## config.mk

```make
export PLATFORM = sky130hd
export DESIGN_NAME = mem_loader_flat
export DESIGN_NICKNAME = d
export VERILOG_FILES = /design/src/rtl/mem_loader_if.sv /design/src/rtl/mem_loader.sv /design/src/flat_wrapper.sv
export SDC_FILE = /design/constraint.sdc
export NUM_CORES = 1
export LEC_CHECK = 0
export BUFFER_PORTS_ARGS = -buffer_cell sky130_fd_sc_hd__buf_4
export CORE_UTILIZATION = 43
export CTS_CLUSTER_DIAMETER = 100
export DETAILED_ROUTE_END_ITERATION = 6
export GPL_TIMING_DRIVEN = 1
export PLACE_DENSITY = 0.78
export RECOVER_POWER = 100
export SKIP_CTS_REPAIR_TIMING = 1
export SLEW_MARGIN = 0
export SYNTH_ARGS = -nofsm -noshare
export SYNTH_HDL_FRONTEND = slang
export SYNTH_SLANG_ARGS = --single-unit
```

## constraint.sdc

```tcl
create_clock -name clk -period 2.2 [get_ports clk]
set_clock_uncertainty 0.15 [all_clocks]
set_input_delay 0.33 -clock clk [delete_from_list [all_inputs] [get_ports clk]]
set_output_delay 0.33 -clock clk [all_outputs]
set_load 0.01 [all_outputs]
```

## src/rtl/mem_loader_if.sv

```systemverilog
// Bus bundle between mem_loader and its surroundings: word stream in, memory bus out,
// plus the load control/status lines. master = loader side, slave = environment side.
interface mem_loader_if;
   logic        start;
   logic [8:0]  len;
   logic        in_valid;
   logic [31:0] in_data;
   logic        in_ready;
   logic [31:0] addr;
   logic        MemRead;
   logic        MemWrite;
   logic [31:0] WrData;
   logic [31:0] data;
   logic        cpu_hold;
   logic        done;
   logic        error;
   logic [8:0]  word_count;

   modport master (
      input  start, len, in_valid, in_data, data,
      output in_ready, addr, MemRead, MemWrite, WrData, cpu_hold, done, error, word_count
   );

   modport slave (
      output start, len, in_valid, in_data, data,
      input  in_ready, addr, MemRead, MemWrite, WrData, cpu_hold, done, error, word_count
   );
endinterface

```

## src/rtl/mem_loader.sv

```systemverilog
// Streams words into RAM at consecutive addresses from BASE_ADDR while holding the CPU off.
// Optional read-back verify of every word is enabled by defining LOADER_VERIFY_EN.
module mem_loader #(
   parameter logic [31:0] BASE_ADDR   = 32'h0000_0000,
   parameter int unsigned DEPTH_WORDS = 256
) (
   input logic          clk,
   input logic          rst,
   mem_loader_if.master bus
);

`ifdef LOADER_VERIFY_EN
   typedef enum logic [2:0] {IDLE, WAIT_WORD, WRITE, DONE, VRD, VCHK} state_e;
`else
   typedef enum logic [1:0] {IDLE, WAIT_WORD, WRITE, DONE} state_e;
`endif

   state_e      state_q, state_d;
   logic [8:0]  len_q, len_d;
   logic [8:0]  cnt_q, cnt_d;
   logic [31:0] wr_data_q, wr_data_d;
   logic        error_q, error_d;
   logic [8:0]  word_idx;
   logic        mem_write, mem_read, in_ready, done;

   always_ff @(posedge clk) begin
      if (rst) begin
         state_q   <= IDLE;
         len_q     <= '0;
         cnt_q     <= '0;
         wr_data_q <= '0;
         error_q   <= 1'b0;
      end else begin
         // NOTE: non-blocking so every register samples pre-edge values regardless of order.
         state_q   <= state_d;
         len_q     <= len_d;
         cnt_q     <= cnt_d;
         wr_data_q <= wr_data_d;
         error_q   <= error_d;
      end
   end

   always_comb begin
      // NOTE: every signal gets a default first, so no path through the case infers a latch.
      state_d   = state_q;
      len_d     = len_q;
      cnt_d     = cnt_q;
      wr_data_d = wr_data_q;
      error_d   = error_q;
      word_idx  = cnt_q;
      mem_write = 1'b0;
      mem_read  = 1'b0;
      in_ready  = 1'b0;
      done      = 1'b0;

      case (state_q)
         IDLE: begin
            if (bus.start) begin
               cnt_d   = '0;
               error_d = 1'b0;
               if (bus.len == 9'd0) begin
                  state_d = DONE;
               end else if (32'(bus.len) > DEPTH_WORDS) begin
                  error_d = 1'b1;
                  state_d = DONE;
               end else begin
                  len_d   = bus.len;
                  state_d = WAIT_WORD;
               end
            end
         end
         WAIT_WORD: begin
            in_ready = 1'b1;
            if (bus.in_valid) begin
               wr_data_d = bus.in_data;
               state_d   = WRITE;
            end
         end
         WRITE: begin
            mem_write = 1'b1;
            cnt_d     = cnt_q + 9'd1;
`ifdef LOADER_VERIFY_EN
            state_d   = VRD;
`else
            state_d   = (cnt_q == len_q - 9'd1) ? DONE : WAIT_WORD;
`endif
         end
`ifdef LOADER_VERIFY_EN
         // The count already advanced in WRITE, so the word just written sits at cnt_q-1.
         VRD: begin
            mem_read = 1'b1;
            word_idx = cnt_q - 9'd1;
            state_d  = VCHK;
         end
         VCHK: begin
            if (bus.data != wr_data_q) error_d = 1'b1;
            state_d = (cnt_q == len_q) ? DONE : WAIT_WORD;
         end
`endif
         DONE: begin
            done    = 1'b1;
            state_d = IDLE;
         end
         default: state_d = IDLE;
      endcase
   end

`ifndef LOADER_VERIFY_EN
   logic unused_data;
   assign unused_data = ^bus.data;
`endif

   assign bus.in_ready   = in_ready;
   assign bus.MemWrite   = mem_write;
   assign bus.MemRead    = mem_read;
   assign bus.addr       = (mem_write || mem_read) ? BASE_ADDR + {21'd0, word_idx, 2'b00} : 32'd0;
   assign bus.WrData     = wr_data_q;
   assign bus.cpu_hold   = (state_q != IDLE);
   assign bus.done       = done;
   assign bus.error      = error_q;
   assign bus.word_count = cnt_q;

endmodule

```

## src/flat_wrapper.sv

```systemverilog
// flat-port wrapper written by rule: the top's interface ports become plain ports
module mem_loader_flat 
#(
   parameter logic [31:0] BASE_ADDR   = 32'h0000_0000,
   parameter int unsigned DEPTH_WORDS = 256
)
  (clk, rst, bus_start, bus_len, bus_in_valid, bus_in_data, bus_data, bus_in_ready, bus_addr, bus_MemRead, bus_MemWrite, bus_WrData, bus_cpu_hold, bus_done, bus_error, bus_word_count);
  mem_loader_if bus_i ();
  input logic clk;
  input logic rst;
  input wire logic [$bits(bus_i.start)-1:0] bus_start;
  input wire logic [$bits(bus_i.len)-1:0] bus_len;
  input wire logic [$bits(bus_i.in_valid)-1:0] bus_in_valid;
  input wire logic [$bits(bus_i.in_data)-1:0] bus_in_data;
  input wire logic [$bits(bus_i.data)-1:0] bus_data;
  output wire logic [$bits(bus_i.in_ready)-1:0] bus_in_ready;
  output wire logic [$bits(bus_i.addr)-1:0] bus_addr;
  output wire logic [$bits(bus_i.MemRead)-1:0] bus_MemRead;
  output wire logic [$bits(bus_i.MemWrite)-1:0] bus_MemWrite;
  output wire logic [$bits(bus_i.WrData)-1:0] bus_WrData;
  output wire logic [$bits(bus_i.cpu_hold)-1:0] bus_cpu_hold;
  output wire logic [$bits(bus_i.done)-1:0] bus_done;
  output wire logic [$bits(bus_i.error)-1:0] bus_error;
  output wire logic [$bits(bus_i.word_count)-1:0] bus_word_count;
  assign bus_i.start = bus_start;
  assign bus_i.len = bus_len;
  assign bus_i.in_valid = bus_in_valid;
  assign bus_i.in_data = bus_in_data;
  assign bus_i.data = bus_data;
  assign bus_in_ready = bus_i.in_ready;
  assign bus_addr = bus_i.addr;
  assign bus_MemRead = bus_i.MemRead;
  assign bus_MemWrite = bus_i.MemWrite;
  assign bus_WrData = bus_i.WrData;
  assign bus_cpu_hold = bus_i.cpu_hold;
  assign bus_done = bus_i.done;
  assign bus_error = bus_i.error;
  assign bus_word_count = bus_i.word_count;
  mem_loader #(.BASE_ADDR(BASE_ADDR), .DEPTH_WORDS(DEPTH_WORDS)) u_core (.clk(clk), .rst(rst), .bus(bus_i));
endmodule
```

== Yosys cells after proc, flatten, opt, wreduce, memory -nomap -nowiden ==
Index checks and enable logic that the tools add are counted.
Storage, ports and cells
  flip-flop bits (word level): 53
  bits of input ports: 77
  word-level logic and storage cells: 39
Operators by class
  add/subtract/negate cells: 2
  magnitude comparators: 1
  equal/unequal tests: 6
  muxes and demuxes: 14
  bitwise gates (word level): 2
  reductions and logical operators: 9
Operator list (number)
  9-bit one-hot mux with 2 select lines: 1
  11-bit two-way mux: 1
  2-bit two-way mux: 5
  9-bit by 1-bit adder with 9-bit output (second input constant): 1
  9-bit equality test: 1
  9-bit greater-than comparator (second input constant): 1
  9-bit zero test: 1
  9-bit two-way mux: 1
  9-bit by 1-bit subtractor with 9-bit output (second input constant): 1
  2-bit one-hot mux with 4 select lines: 1
  2-bit AND reduction: 4
  1-bit two-way mux: 5
  2-bit equality test (second input constant): 2
  2-bit inequality test (second input constant): 2
  4-bit AND reduction: 1
  2-bit nonzero test: 2
  2-bit by 1-bit equality test with 1-bit output (second input constant): 1
  2-bit zero test: 1
  1-bit NOT: 2

== Logic depth before layout (Yosys ltp) ==
Gate-level depths: netlist of the first run.
  depth in word-level cells: 5
  mapped depth: 7

== Worst setup path after synthesis of the first run ==
No wires, ideal clock.
  path type: register -> register
  from: register u_core.len_q[0]
  to: register u_core.state_q[1]
  setup time: 129 ps
  arrival time: 1530 ps
  path slack: 391 ps
  stages on the path, launching flop included: 7
  clock period less this slack: 1809 ps
  cells stage by stage: dfxtp_1 > inv_1 > ha_1 > or3b_2 > and4_2 > nor4_1 > nor4_1
Between the ends
  word-level cells in the longest chain between the ends: 4
RTL lines
  start: declaration: RTL line mem_loader.sv:19  | logic [8:0] len_q, len_d;
  start signal: assignment: RTL line mem_loader.sv:36  | len_q <= len_d;
  9-bit by 1-bit subtractor with 9-bit output: RTL line mem_loader.sv:85  | state_d = (cnt_q == len_q - 9'd1) ? DONE : WAIT_WORD;
  9-bit equality test: RTL line mem_loader.sv:85
  2-bit two-way mux: RTL line mem_loader.sv:85
  2-bit one-hot mux with 4 select lines: RTL line mem_loader.sv:56  | case (state_q)
  end signal: assignment: RTL line mem_loader.sv:35  | state_q <= state_d;
  end: declaration: RTL line mem_loader.sv:18  | state_e state_q, state_d;
No other way between the ends.
A chain may end at the register's enable or synchronous reset.

== Final worst setup path of the first run ==
  from: register u_core.state_q[0]
  to: output port bus_addr[6]
Between the ends
  word-level cells in the longest chain between the ends: 3
RTL lines
  2-bit equality test: RTL line mem_loader.sv:56
  1-bit two-way mux: RTL line mem_loader.sv:56
  11-bit two-way mux: RTL line mem_loader.sv:116  | assign bus.addr = (mem_write || mem_read) ? BASE_ADDR + {21'd0, word_idx, 2'b00} : 32'd0;
  end: declaration: RTL line flat_wrapper.sv:17  | output wire logic [$bits(bus_i.addr)-1:0] bus_addr;
No other way between the ends.

==> flow_metrics.py, run 1 <==
metrics = {
    "critical_path": {
        "path_cells": "inv_1 > nand2_1 > inv_2 > and2_0 > buf_4",
        "start_kind": "register",
        "crit_required_ps": 1720,
        "path_class": "register to primary output",
        "cp_top_family": "flip-flops",
        "cp_num_buf_inv": 3,
        "end_kind": "primary output",
        "r2r_slack_ps": 220,
        "crit_slowest_cell": "dfxtp_1",
        "worst_path_largest_cell_delay_ps": 420,
        "cp.arrival_ps": 1520,
        "critical_path.max_fanout": 14,
    },
    "synth": {
        "synth_top_family_by_area": "simple AND/OR/NAND/NOR gates",
        "synthTopCellsByCount": "95 x nand2_1, 53 x dfxtp_1, 50 x a21oi_1",
        "yosysMostFrequentCell": "nand2_1",
        "netlist_top_cells_area": "dfxtp_1 42%, nand2_1 14%, a21oi_1 9.9%",
        "avgSynthCellArea_um2": 7.714,
        "synth_xor_xnor_area_share_pct": 5.208,
        "synth.mux.area_fraction_pct": 1.339,
        "synth_seq_area_share_pct": 42.06,
        "syn_inst": 327,
        "ys_seq_elements": 53,
        "synth_edf_count": 0,
        "synth_fa_ha_area_share_pct": 1.488,
        "synthSimpleGateAreaFrac_pct": 27.03,
        "synth_top_cell_by_area": "dfxtp_1",
        "async_flop_share_pct": 0,
        "synthDistinctLibCells": 37,
        "synth_ff_type": "dfxtp_1",
        "synth_area_um2": 2522,
        "yosys_warnings": 0,
        "synth_compound_area_share_pct": 12.00,
        "synth_top_area_share_pct": 42.06,
    },
    "route": {
        "vias_per_cell": 4.868,
        "route.detailed.drc": 0,
        "drtIter0Drc": 92,
        "route.final.wire_length_um": 6019,
        "drtAntennaViolNets": 0,
        "drt-wirelength-per-cell_um": 12.18,
        "dr.pass1.iters": 4,
        "via_count": 2405,
    },
    "die": {
        "die_area_um2": 6176,
        "core_um2": 5574,
        "die_h_um": 78.59,
        "placementRows": 27,
        "start_util_pct": 45.25,
        "pin_count": 156,
        "dieWidth_um": 78.59,
    },
    "placement": {
        "hpwlAfterDp_um": 4415,
        "gp_congestion": 0.7887,
        "dp_worst_setup_slack_ps": 183.6,
        "port_buffers": 99,
    },
    "run": {
        "max_cap_viol_count": 0,
    },
    "grt": {
        "met3_usage_pct": 6.279,
        "met2_usage_pct": 32.87,
        "grt_max_degree": 54,
        "top_usage_layer": "met2",
        "grt_first_pass_wirelength_um": 9839,
        "gr-usage-met1_pct": 24.13,
        "grtUsageTotal_pct": 19.72,
        "antenna_found_initial": 0,
        "grt_overflow": 0,
        "grt_pass1_vias": 2240,
    },
    "timing": {
        "slew_violations": 0,
        "slew_headroom_pct": 58.49,
        "fmax_ghz": 0.4998,
        "max_slew.worst_pin.slew_ps": 622.6,
        "setup_slack_ps": 199.2,
        "setup_viol": 0,
        "grt_setup_unrepaired": "no",
        "setup_tns_ps": 0,
        "finalHoldViolCount": 0,
        "final.period_utilization_pct": 90.95,
        "finalCriticalPeriod_ps": 2001,
    },
    "worst_hold_path": {
        "hold_class": "input port to register",
    },
    "clock_network": {
        "clkSinkCount": 53,
        "htree_num_levels": 2,
        "cts.root.buffer_cell": "clkbuf_8",
        "clkTransAtPathRegs_ps": 90,
        "cts_buffers": 5,
        "clockBufferDepth": 2,
        "clk_latency_ps": 300,
        "tritoncts": "done",
    },
    "power": {
        "p_switching_mw": 0.5679,
        "max-vdd-ir-drop_mv": 0.4444,
        "clkPwrFrac_pct": 27.5,
        "power_density_nw_per_um2": 623.9,
        "power_frac_comb_pct": 19.1,
        "power.total_mw": 1.949,
        "swShare_pct": 29.14,
        "power.static_leakage_nw": 1.243,
        "seq_power_share_pct": 53.3,
        "p_int_mw": 1.381,
    },
    "finish": {
        "multi_input_area_um2": 1274,
        "n_antenna_cell": 0,
        "nNetsFinal": 501,
        "drive_gt1_share_pct": 16.82,
        "fill_cells": 564,
        "area_growth_pct": 23.86,
        "register_area_um2": 1061,
    },
    "status": {
        "status": "finished clean",
    },
}
==> through the flow <==
step	std cells	util [%]	hold slack (ps)	area (µm²)
6_report	494	56.05	115.9	3124
5_1_grt	494	56.05	105.4	3124
4_1_cts	494	59.39	103.4	3311
3_5_place_dp	486	57.91	296.6	3228
3_3_place_gp	486	57.91	291.8	3228
2_1_floorplan	350	-	299.6	2609
==> state kept, by name (all words and copies together), names as in the netlist <==
| name | flops |
|---|---|
| u_core.bus.word_count | 9 |
| u_core.bus.error | 1 |
| u_core.len_q | 9 |
| u_core.bus.WrData | 32 |
| u_core.state_q | 2 |
==> path summary, 6_finish.rpt <==
check	end	depth (start not counted)	from
setup / recovery	bus_addr[6]	5	u_core.state_q[0]
hold / removal	u_core.bus.WrData[9]	3	bus_in_data[9]
setup reg to reg	u_core.state_q[1]	6	u_core.len_q[1]
hold reg to reg	u_core.bus.WrData[1]	2	u_core.bus.WrData[1]
==> metal layers <==
layer	up-vias	share of wire [%]
li1	1212	-
met1	1095	43
met2	90	47
met3	8	7.9
met4	0	1.3
met5	-	0
==> worst reg2reg max path, stage by stage, from the launching register on <==
cell     delay, ps
dfxtp_1        360
inv_1           70
ha_1           220
or3b_2         480
and4_2         240
nor4_1         260
nor4_1          70
==> logic make-up after synthesis <==
| logic type | Yosys count |
|---|---|
| AOI/OAI and AO/OA | 58 |
| xor gates and xnor gates | 15 |
| adders and majority gates | 3 |
| buffers and inverters | 45 |
| DFF | 53 |
| muxes | 3 |
| other | 1 |
| and+or+nand+nor | 149 |
==> layout by cell type, fill, tap and decap left out, drive strengths merged, types with 2 or more instances in the layout <==
master,count
nand2,96
clkbuf,56
buf,54
dfxtp,53
a21oi,50
conb,24
xnor2,13
nor2,11
and2,11
nand3,6
nor4,5
inv,5
and3,4
nor3,3
mux2,3
o21ai,3
ha,3
nor2b,2
a211oi,2
xor2,2
clkinv,2
==> power groups by stage <==
stage                     registers, mW  logic, mW  clock network, mW
after detailed placement           1.06      0.405                  0
after global routing               1.05      0.416              0.593
after CTS                          1.04      0.407              0.557
after global placement             1.06      0.396                  0
after floorplan                    1.07      0.257                  0
final                              1.04      0.373              0.536
==> final cells by class <==
| class | count | share of cell area (%) |
|---|---|---|
| clock buffers | 6 | 2.323 |
| clock inverters | 2 | 0.3204 |
| inverters | 5 | 0.6007 |
| multi-input cells | 252 | 40.77 |
| flip-flops and latches | 53 | 33.96 |
| well taps | 72 | 2.883 |
| repair buffers | 104 | 19.14 |
Note: power is estimated with default switching activity, not from simulation.
==> inputs of run 2 (changes only) <==
--- a/config.mk
+++ b/config.mk
@@ -6,12 +6,13 @@
 export NUM_CORES = 1
 export LEC_CHECK = 0
 export BUFFER_PORTS_ARGS = -buffer_cell sky130_fd_sc_hd__buf_4
-export CORE_UTILIZATION = 43
+export CORE_UTILIZATION = 30
 export CTS_CLUSTER_DIAMETER = 100
 export DETAILED_ROUTE_END_ITERATION = 6
 export GPL_TIMING_DRIVEN = 1
-export PLACE_DENSITY = 0.78
+export PLACE_DENSITY = 0.57
 export RECOVER_POWER = 100
+export SETUP_SLACK_MARGIN = 0.1
 export SKIP_CTS_REPAIR_TIMING = 1
 export SLEW_MARGIN = 0
 export SYNTH_ARGS = -nofsm -noshare
==> run 2 against run 1 <==
Effect of this change: die area is 42% higher; largest cell class unchanged; critical path depth is 1 higher; critical endpoint is now u_core.state_q[1]; first-iteration DRC count is 13% lower; via count is 2.5% lower.
==> flow_metrics.py, run 2 (same netlist as run 1, synthesis figures left out) <==
metrics = {
    "timing": {
        "final.period_utilization_pct": 89.31,
        "slew_headroom_pct": 56.36,
        "slew_violations": 0,
        "setup_viol": 0,
        "max_slew.worst_pin.slew_ps": 654.6,
        "finalCriticalPeriod_ps": 1965,
        "grt_setup_unrepaired": "no",
        "fmax_ghz": 0.5089,
        "setup_slack_ps": 235.1,
        "finalHoldViolCount": 0,
        "setup_tns_ps": 0,
    },
    "finish": {
        "drive_gt1_share_pct": 16.39,
        "final_cell_mix": "95 x nand2_1, 53 x dfxtp_1, 51 x clkbuf_1, 51 x buf_4, 50 x a21oi_1",
        "layout_commonest_cell": "nand2_1",
        "area_growth_pct": 25.00,
        "nNetsFinal": 500,
        "finalNonFillerCells": 526,
        "n_antenna_cell": 0,
        "largest_reg_flops": 32,
    },
    "placement": {
        "hpwlAfterDp_um": 4378,
        "post-place-cells": 518,
        "dp_worst_setup_slack_ps": 210.2,
        "gp_congestion": 0.7488,
        "port_buffers": 99,
    },
    "power": {
        "power.static_leakage_nw": 1.231,
        "power.total_mw": 1.940,
        "max-vdd-ir-drop_mv": 0.2493,
        "power_density_nw_per_um2": 615.4,
    },
    "route": {
        "drtAntennaViolNets": 0,
        "drtIter0Drc": 80,
        "route.final.wire_length_um": 6017,
        "route.detailed.drc": 0,
        "vias_per_cell": 4.460,
        "via_count": 2346,
        "top_layer_used": "met4",
        "dr.pass1.iters": 4,
        "drt-wirelength-per-cell_um": 11.44,
        "met2_length_um": 2951,
        "wl_met1_um": 2679,
        "wl_met3_um": 333,
    },
    "clock_network": {
        "clk_latency_ps": 300,
        "clkSinkCount": 53,
        "htree_num_levels": 2,
        "cts_buffers": 5,
        "tritoncts": "done",
        "clockBufferDepth": 2,
        "clkTransAtPathRegs_ps": 90,
        "cts.root.buffer_cell": "clkbuf_8",
    },
    "grt": {
        "grt_overflow": 0,
        "grt_first_pass_wirelength_um": 9756,
        "grt_pass1_vias": 2087,
        "grtUsageTotal_pct": 14.03,
        "antenna_found_initial": 0,
        "grt_max_degree": 54,
    },
    "critical_path": {
        "end_kind": "register",
        "cp.arrival_ps": 1980,
        "crit_required_ps": 2220,
        "start_kind": "register",
        "critical_path.max_fanout": 5,
        "path_class": "register to register",
        "worstReg2RegStart": "u_core.len_q[1]",
        "critPathLaunch": "u_core.len_q[1]",
    },
    "die": {
        "dieWidth_um": 93.70,
        "die_area_um2": 8779,
        "start_util_pct": 30.85,
        "die_h_um": 93.70,
        "placementRows": 33,
        "core_um2": 8175,
        "pin_count": 156,
    },
    "worst_hold_path": {
        "hold_path.startpoint": "bus_in_data[14]",
        "hold_class": "input port to register",
    },
    "status": {
        "status": "finished clean",
    },
    "run": {
        "max_cap_viol_count": 0,
    },
}
## run 2: cell count changes in the layout (fill, tap and decap cells not counted)
cell | before | now
and2_0 | 6 | 5
and2_1 | 5 | 6
buf_4 | 54 | 51
clkbuf_1 | 49 | 51
nand2_1 | 96 | 95
nand2_2 | 0 | 1
## run 2: routing by layer
| layer | vias to the layer above | GRT usage, % |
|---|---|---|
| met5 | - | 0 |
| met4 | 0 | 3.462 |
| met3 | 6 | 3.722 |
| met2 | 69 | 23.97 |
| met1 | 1062 | 17.43 |
| li1 | 1209 | - |
## run 2: stage by stage
stage	utilization [%]	hold slack [ps]	instance area [µm²]
CTS	40.91	96.49	3344
finish	38.57	112.5	3153
global route	38.57	100.5	3153
floorplan	-	299.6	2609
global placement	39.90	292.4	3262
detailed placement	39.90	297.9	3262
## run 2: final cells by class
class | instances | area [µm²]
inverter | 5 | 18.77
sequential | 53 | 1061
multi-input combinational | 252 | 1276
tap | 105 | 131.4
clock inverter | 2 | 10.01
fill | 929 | 5022
clock buffer | 6 | 72.57
timing repair buffer | 103 | 583.1
## run 2: report_power, final
part	internal (mW)	total [mW]	leakage (nW)	switching, mW
Clock	0.221	0.529	0.0450	0.307
Sequential	1.00	1.04	0.430	0.0356
Combinational	0.155	0.371	0.756	0.216
Total	1.38	1.94	1.23	0.559
## run 2: worst max-delay path: stages (launching register included)
cell and delay, ps:
dfxtp_1 360, inv_1 70, ha_1 210, or3b_2 490, and4_2 240, nor4_1 240
nor4_1 70
## run 2: path summary, 6_finish.rpt
kind / to / slack (ps) / cells after the start
max: u_core.state_q[1] / 240 / 6
min: u_core.bus.WrData[14] / 110 / 3
max reg2reg: u_core.state_q[1] / 240 / 6
min reg2reg: u_core.bus.WrData[19] / 310 / 2
==> inputs of run 3 (changes only) <==
--- a/config.mk
+++ b/config.mk
@@ -9,7 +9,7 @@
 export CORE_UTILIZATION = 30
 export CTS_CLUSTER_DIAMETER = 100
 export DETAILED_ROUTE_END_ITERATION = 6
-export GPL_TIMING_DRIVEN = 1
+export GPL_TIMING_DRIVEN = 0
 export PLACE_DENSITY = 0.57
 export RECOVER_POWER = 100
 export SETUP_SLACK_MARGIN = 0.1
==> run 3 against run 2 <==
Effect of this change: flip-flop and latch count did not move; largest cell class unchanged; critical path depth decreased by 1; critical endpoint is now bus_addr[4]; cell count up 6.7%; power grew 7.2%; wire length rose by 10%; die area stayed put; sequential share of layout area shrank 2.7 points; register-to-register slack better by 30 ps; non-clock buffer count grew 35; setup slack lost 17 ps; clock power up 15%; largest power group unchanged.
==> flow_metrics.py, run 3 (same netlist as run 1, synthesis figures left out) <==
metrics = {
    "power": {
        "power_density_nw_per_um2": 604.5,
        "max-vdd-ir-drop_mv": 0.2461,
        "power.static_leakage_nw": 1.412,
        "power.total_mw": 2.079,
    },
    "route": {
        "drtIter0Drc": 73,
        "drtAntennaViolNets": 0,
        "top_layer_used": "met4",
        "wl_met3_um": 426,
        "vias_per_cell": 4.387,
        "wl_met1_um": 2926,
        "drt-wirelength-per-cell_um": 11.84,
        "met2_length_um": 3254,
        "route.final.wire_length_um": 6645,
        "dr.pass1.iters": 4,
        "route.detailed.drc": 0,
        "via_count": 2461,
    },
    "critical_path": {
        "r2r_slack_ps": 270,
        "cp.arrival_ps": 1500,
        "crit_required_ps": 1720,
        "path_class": "register to primary output",
        "worstReg2RegStart": "u_core.len_q[1]",
        "r2r_cells": 7,
        "end_kind": "primary output",
        "start_kind": "register",
        "r2r-end": "u_core.state_q[1]",
        "critical_path.max_fanout": 10,
    },
    "placement": {
        "dp_worst_setup_slack_ps": 95.95,
        "hpwlAfterDp_um": 5036,
        "gp_congestion": 0.7648,
        "port_buffers": 98,
    },
    "clock_network": {
        "clkTransAtPathRegs_ps": 100,
        "cts.root.buffer_cell": "clkbuf_8",
        "clockBufferDepth": 2,
        "cts_buffers": 5,
        "clk_latency_ps": 310,
        "clkSinkCount": 53,
        "htree_num_levels": 2,
        "tritoncts": "done",
    },
    "grt": {
        "grt_first_pass_wirelength_um": 10830,
        "grtUsageTotal_pct": 15.55,
        "grt_max_degree": 16,
        "antenna_found_initial": 0,
        "grt_overflow": 0,
        "grt_pass1_vias": 2300,
    },
    "timing": {
        "fmax_ghz": 0.5046,
        "setup_slack_ps": 218.1,
        "setup_tns_ps": 0,
        "setup_viol": 0,
        "finalCriticalPeriod_ps": 1982,
        "grt_setup_unrepaired": "no",
        "slew_headroom_pct": 61.76,
        "finalHoldViolCount": 0,
        "max_slew.worst_pin.slew_ps": 573.6,
        "final.period_utilization_pct": 90.09,
        "slew_violations": 0,
    },
    "finish": {
        "final_cell_mix": "95 x nand2_1, 79 x buf_4, 57 x clkbuf_1, 51 x dfxtp_1, 50 x a21oi_1",
        "fin_util_pct": 42.07,
        "nNetsFinal": 535,
        "largest_reg_flops": 32,
        "layout_commonest_cell": "nand2_1",
        "drive_gt1_share_pct": 22.59,
        "fill_cells": 920,
        "area_growth_pct": 36.36,
        "n_antenna_cell": 0,
    },
    "die": {
        "die_h_um": 93.70,
        "die_area_um2": 8779,
        "core_um2": 8175,
        "pin_count": 156,
        "dieWidth_um": 93.70,
        "start_util_pct": 30.85,
        "placementRows": 33,
    },
    "worst_hold_path": {
        "hold_class": "input port to register",
        "hold_path.startpoint": "bus_in_data[17]",
        "hold_path_end": "u_core.bus.WrData[17]",
        "worstHoldPathCells": 3,
    },
    "status": {
        "status": "finished clean",
    },
    "run": {
        "max_cap_viol_count": 0,
    },
}
==> run 3: final cells by class <==
class | count | area [µm²] | area share, %
Tap cell | 105 | 131.4 | 3.820
Clock inverter | 1 | 5.005 | 0.1455
Buffer | 40 | 251.5 | 7.312
Inverter | 5 | 18.77 | 0.5457
Clock buffer | 7 | 96.34 | 2.801
Multi-Input combinational cell | 252 | 1303 | 37.87
Sequential cell | 53 | 1064 | 30.92
Timing Repair Buffer | 98 | 570.5 | 16.59
==> run 3: metrics by stage <==
stage	hold slack (ps)	cell area, µm²	instances
floorplan	299.6	2609	350
global placement	292.6	3476	553
detailed placement	296.9	3476	553
CTS	104.6	3577	561
global route	99.28	3440	561
finish	107.3	3440	561
==> run 3: how the worst max path moves through the flow <==
stage | cells past startpoint | startpoint | to | slack (ps)
floorplan | 6 | u_core.len_q[0] | u_core.state_q[1] | 390
global placement | 8 | bus_len[3] | u_core.len_q[1] | 130
detailed placement | 8 | bus_len[3] | u_core.len_q[6] | 100
CTS | 6 | u_core.state_q[0] | bus_addr[4] | 30
global route | 5 | u_core.state_q[1] | bus_addr[2] | 60
finish | 5 | u_core.state_q[1] | bus_addr[4] | 220
==> run 3: power by group <==
group	internal (mW)	leakage (nW)	switching (mW)
clock	0.285	0.0542	0.322
sequential	1.01	0.431	0.0373
combinational	0.196	0.927	0.233
total	1.49	1.41	0.592
==> run 3: metal layers <==
layer,global-route usage (%),vias up
met1,19.11,1108
met5,0,-
met2,26.89,68
li1,-,1281
met3,4.531,4
met4,3.077,0
==> run 3: worst max-delay path, stage by stage (launching register included) <==
cell      delay, ps
dfxtp_1         470
nand2_2         150
inv_2           130
clkbuf_4        190
and2_1          140
buf_4           120
